$ cat src/rtl/shift_unit.sv
// Pipelined barrel shifter: SHL/SHR/SHRA/ROL/ROR over log2(WIDTH) mux stages,
// valid/ready at both ends, with optional registers between every stage.
module shift_unit #(
  parameter int WIDTH     = 32,
  parameter bit PIPELINED = 1'b0
) (
  input  logic                     clk,
  input  logic                     rst_n,
  input  logic                     in_valid,
  output logic                     in_ready,
  input  logic [WIDTH-1:0]         in_a,
  input  logic [$clog2(WIDTH)-1:0] in_amt,
  input  logic [2:0]               in_op,
  output logic                     out_valid,
  input  logic                     out_ready,
  output logic [WIDTH-1:0]         out_data,
  output logic                     out_zero,
  output logic                     out_carry,
  output logic                     out_illegal
);
  localparam int AW   = $clog2(WIDTH);
  localparam int S    = AW;
  localparam int NREG = PIPELINED ? S : 1;

  localparam logic [2:0] OP_SHL  = 3'd0;
  localparam logic [2:0] OP_SHR  = 3'd1;
  localparam logic [2:0] OP_SHRA = 3'd2;
  localparam logic [2:0] OP_ROL  = 3'd3;
  localparam logic [2:0] OP_ROR  = 3'd4;

  typedef struct packed {
    logic [WIDTH-1:0] data;
    logic [AW-1:0]    amt;
    logic [2:0]       op;
    logic             sign;
    logic             carry;
  } stage_t;

  typedef struct packed {
    logic [WIDTH-1:0] data;
    logic             zero;
    logic             carry;
    logic             illegal;
  } res_t;

  // One mux stage: shift by 2^k when amt[k] is set; carry tracks the last
  // bit this stage pushes off the end. Illegal ops fall through untouched.
  function automatic stage_t shift_stage(input stage_t s, input int k);
    stage_t           r;
    logic [WIDTH-1:0] lo, hi, msk;
    logic [AW-1:0]    a;
    int               n;
    n   = 1 << k;
    r   = s;
    a   = s.amt >> k;
    lo  = s.data >> (n - 1);
    hi  = s.data >> (WIDTH - n);
    msk = ~({WIDTH{1'b1}} >> n);
    if (a[0]) begin
      case (s.op)
        OP_SHL:  begin r.data = s.data << n; r.carry = hi[0]; end
        OP_SHR:  begin r.data = s.data >> n; r.carry = lo[0]; end
        OP_SHRA: begin r.data = (s.data >> n) | ({WIDTH{s.sign}} & msk); r.carry = lo[0]; end
        OP_ROL:  r.data = (s.data << n) | (s.data >> (WIDTH - n));
        OP_ROR:  r.data = (s.data >> n) | (s.data << (WIDTH - n));
        default: ;
      endcase
    end
    return r;
  endfunction

  function automatic res_t to_res(input stage_t s);
    res_t r;
    r.data    = s.data;
    r.zero    = (s.data == '0);
    r.carry   = s.carry;
    r.illegal = (s.op > OP_ROR);
    return r;
  endfunction

  stage_t          beat_in;
  res_t            res_d, res_q;
  logic [NREG-1:0] vld_q, vin, adv;

  assign beat_in = '{data: in_a, amt: in_amt, op: in_op, sign: in_a[WIDTH-1], carry: 1'b0};

  always_comb begin
    vin    = '0;
    vin[0] = in_valid;
    for (int r = 1; r < NREG; r++) vin[r] = vld_q[r-1];
  end

  // Advance chain runs back from the output; an empty slot always advances,
  // which lets bubbles collapse while the consumer stalls.
  always_comb begin : adv_chain
    logic a;
    adv        = '0;
    a          = !vld_q[NREG-1] || out_ready;
    adv[NREG-1] = a;
    for (int r = NREG - 2; r >= 0; r--) begin
      a      = !vld_q[r] || a;
      adv[r] = a;
    end
  end

  always_ff @(posedge clk) begin
    if (!rst_n) begin
      vld_q <= '0;
      res_q <= '0;
    end else begin
      for (int r = 0; r < NREG; r++)
        if (adv[r]) vld_q[r] <= vin[r];
      if (adv[NREG-1] && vin[NREG-1]) res_q <= res_d;
    end
  end

  if (PIPELINED) begin : g_pipe
    stage_t mid_q [S-1];
    stage_t mid_d [S-1];

    always_comb begin
      mid_d[0] = shift_stage(beat_in, 0);
      for (int k = 1; k < S - 1; k++) mid_d[k] = shift_stage(mid_q[k-1], k);
      res_d = to_res(shift_stage(mid_q[S-2], S - 1));
    end

    // Payload only moves with a valid beat; stale contents behind a clear
    // valid bit are never observed.
    always_ff @(posedge clk) begin
      for (int r = 0; r < S - 1; r++)
        if (adv[r] && vin[r]) mid_q[r] <= mid_d[r];
    end
  end else begin : g_flat
    always_comb begin : chain
      stage_t s;
      s = beat_in;
      for (int k = 0; k < S; k++) s = shift_stage(s, k);
      res_d = to_res(s);
    end
  end

  assign in_ready    = adv[0];
  assign out_valid   = vld_q[NREG-1];
  assign out_data    = res_q.data;
  assign out_zero    = res_q.zero;
  assign out_carry   = res_q.carry;
  assign out_illegal = res_q.illegal;
endmodule
$ cat config.mk
export PLATFORM = sky130hd
export DESIGN_NAME = shift_unit
export DESIGN_NICKNAME = d
export VERILOG_FILES = /design/src/rtl/shift_unit.sv
export SDC_FILE = /design/constraint.sdc
export NUM_CORES = 1
export LEC_CHECK = 0
export ABC_AREA = 0
export CAP_MARGIN = 20
export CORE_MARGIN = 8
export CORE_UTILIZATION = 27
export DETAILED_ROUTE_END_ITERATION = 16
export PLACE_DENSITY = 0.47
export SLEW_MARGIN = 20
export SYNTH_ARGS = -nofsm -noshare
export SYNTH_HDL_FRONTEND = slang
export SYNTH_SLANG_ARGS = --single-unit
$ cat constraint.sdc
create_clock -name clk -period 4.68 [get_ports clk]
set_clock_uncertainty 0.2 [all_clocks]
set_input_delay 0.468 -clock clk [delete_from_list [all_inputs] [get_ports clk]]
set_output_delay 0.468 -clock clk [all_outputs]
set_load 0.01 [all_outputs]
==> run metrics <==
Max VDD drop=125.9 µV; postcts setup bufs=0; worst path required time=4650 ps; final wirelength=38,010 µm; Pre-antenna DRT Iters=8; worst-case clock buffer depth=2; CTS tree=built; Worst-path clk slew=60 ps; multi-input logic area=5600 µm²; Remaining Overflow, GRT=0; Final TNS setup=0 ps; area of the die=30,780 µm²; Yosys reg bits=36; initial core utilization=27.34%; Post-Syn Nets=1,048; critical path class=primary input to flop; Antenna Cells=0; Fillers=2,772; sequential element share of the synthesized area=10.50%; WL met2=16,320 µm; wl on met1=16,350 µm; worst hold margin=261.4 ps; Avg Cell Area, Syn=6.837 µm²; post-route ant nets=0; yosys warns=0; IO Pins=81; largest net degree at the start of global routing=38; hpwl dp=29,970 µm; Pleak=0.003422 µW; Arr. time, crit path=4530 ps; CTS Root Cell=clkbuf_16; # rows=58; RSZ-0062 raised after global routing=no; worst-margin pin slew=1128 ps; Worst setup EP type=flop; DRC violations left=0; Die Width=175.4 µm; final number of hold-violating endpoints=0; Slew Viols, Final=0; nets=1,173; IO Port Bufs=80; Placer Congestion=0.9907; top routing layer in use=met5; ys flop type=dfxtp_1; Non-Filler Instances=1,460; Power Total=2003 µW; register area=720.7 µm²; vias per cell=6.486; post-route minimum period=4562 ps; final setup fails=0; CTS resizes=0; Layout area overhead=28.71%; number of global-route vias before repair=9,012; post-synthesis instance total=1,004; CP max FO=6; Core Box Area=25,110 µm²; share of layout cells above drive strength 1=17.79%; Inst Count DP=1,452; CTS Sinks=36; Clock Latency Late Sink=280 ps; antenna violations before repair=2; max-slew headroom at the worst pin=24.36%; Post-CTS Hold Buffers=0; met3 routed WL=3517 µm; hold crit path type=flop to flop; Unique masters post-synth=94; H-tree Lvls=2; DR vias=9,470; gr usage total=23.77%; Chip Height=175.4 µm; Setup crit start kind=primary input; ys async rst share=0%; CTS Buf Count=5; pwr/cell area=226.8 nW/µm²; Wirelength per Cell=26.03 µm; outcome=finished clean; initial detailed-routing violation count=1,119; Max Clk Rate=219.2 MHz; Final period util=97.49%; max_cap viols=0; first-pass GRT wire length=57,780 µm; Mapped Area=6864 µm²; EDFF count, synth=0
## per-layer routing
layer	track usage, %	up-vias
met5	0	-
met4	10.14	4
met3	4.144	132
met2	36.40	598
met1	32.21	4521
li1	-	4215
## stage by stage
stage / setup WS (ps) / instance area (µm²) / util, %
2_1_floorplan: 857.8 / 6864 / -
3_3_place_gp: -40.48 / 8661 / 34.49
3_5_place_dp: -0.9153 / 8661 / 34.49
4_1_cts: 278.1 / 8828 / 35.16
5_1_grt: 20.25 / 8835 / 35.19
6_report: 117.5 / 8835 / 35.19
## cells in the mapped netlist (8+ instances only)
| cell type | count | area (µm²) |
|---|---|---|
| nand2_1 | 113 | 424.2 |
| inv_1 | 9 | 33.78 |
| nor3_1 | 15 | 75.07 |
| a221oi_1 | 17 | 148.9 |
| nor2_1 | 79 | 296.5 |
| o2111ai_1 | 9 | 78.83 |
| dfxtp_1 | 36 | 720.7 |
| and3_1 | 15 | 93.84 |
| nand4_1 | 22 | 137.6 |
| nand2b_1 | 8 | 50.05 |
| o31ai_1 | 8 | 60.06 |
| o211ai_1 | 35 | 262.8 |
| a32oi_1 | 10 | 87.58 |
| a22oi_1 | 40 | 300.3 |
| a21oi_1 | 71 | 355.3 |
| a211oi_1 | 22 | 165.2 |
| nand3_1 | 40 | 200.2 |
| buf_2 | 34 | 170.2 |
| and2_1 | 23 | 143.9 |
| nor2b_1 | 11 | 68.82 |
| o211a_1 | 17 | 170.2 |
| o21ai_0 | 54 | 270.3 |
| o32ai_1 | 11 | 96.34 |
| mux2i_1 | 17 | 170.2 |
| nand3b_1 | 9 | 67.56 |
| and3b_1 | 13 | 113.9 |
| a31oi_1 | 29 | 181.4 |
| a21boi_0 | 11 | 82.58 |
| clkbuf_1 | 45 | 168.9 |
| buf_6 | 11 | 123.9 |
## cell families after synthesis
group	count (synthesis)	share of synthesized area [%]
compound gates	441	47.56
xor+xnor	3	0.6017
fa+ha+maj	1	0.1458
buf+inv	111	8.166
flops	36	10.50
mux	24	3.791
simple gates	388	29.24
## final cells by class
class | instances | share of cell area (%)
inverters | 11 | 0.4674
clock inverters | 3 | 0.4815
clock buffers | 5 | 1.416
multi-input cells | 857 | 63.39
flip-flops and latches | 36 | 8.157
well taps | 330 | 4.674
repair buffers | 218 | 21.41
## critical path, stage by stage
cell	delay (ps)
clkdlybuf4s50_1	670
mux2i_1	120
a2111oi_0	830
a211o_1	390
a22oi_1	140
a211oi_1	930
a22oi_1	220
a32oi_1	410
or4b_1	170
or4_1	110
o31ai_2	50
## cell usage in the layout (no fill, tap or decap), drive strengths merged, types with 22 or more instances in the layout
cell	instances
a211oi	26
a21oi	72
a221oi	22
a22oi	42
a31oi	30
and2	24
buf	142
clkdlybuf4s50	76
dfxtp	36
nand2	114
nand3	43
nand4	22
nor2	80
o211ai	38
o21ai	62
## sequential cells by signal, indices dropped and copies added, names as in the netlist
signal,cells
out_data,32
out_valid,1
out_illegal,1
out_zero,1
out_carry,1
## path summary, 6_finish.rpt
| kind | startpoint | end | slack (ps) | cells after the start |
|---|---|---|---|---|
| hold / removal | out_data[19]$_SDFFE_PN0P_ | out_data[19]$_SDFFE_PN0P_ | 260 | 2 |
| setup reg to reg | out_valid$_SDFFE_PN0N_ | out_zero$_SDFFE_PN0P_ | 2220 | 7 |
| hold reg to reg | out_data[19]$_SDFFE_PN0P_ | out_data[19]$_SDFFE_PN0P_ | 260 | 2 |
| setup / recovery | in_a[8] | out_zero$_SDFFE_PN0P_ | 120 | 11 |
## power breakdown
group / internal, µW / total (µW) / switching [µW] / leakage, µW
Combinational: 488 / 1270 / 782 / 0.00304
Clock: 250 / 385 / 134 / 0.0000798
Sequential: 335 / 349 / 14.0 / 0.000297
Total: 1070 / 2000 / 931 / 0.00342
(Power assumes the default switching activity.)
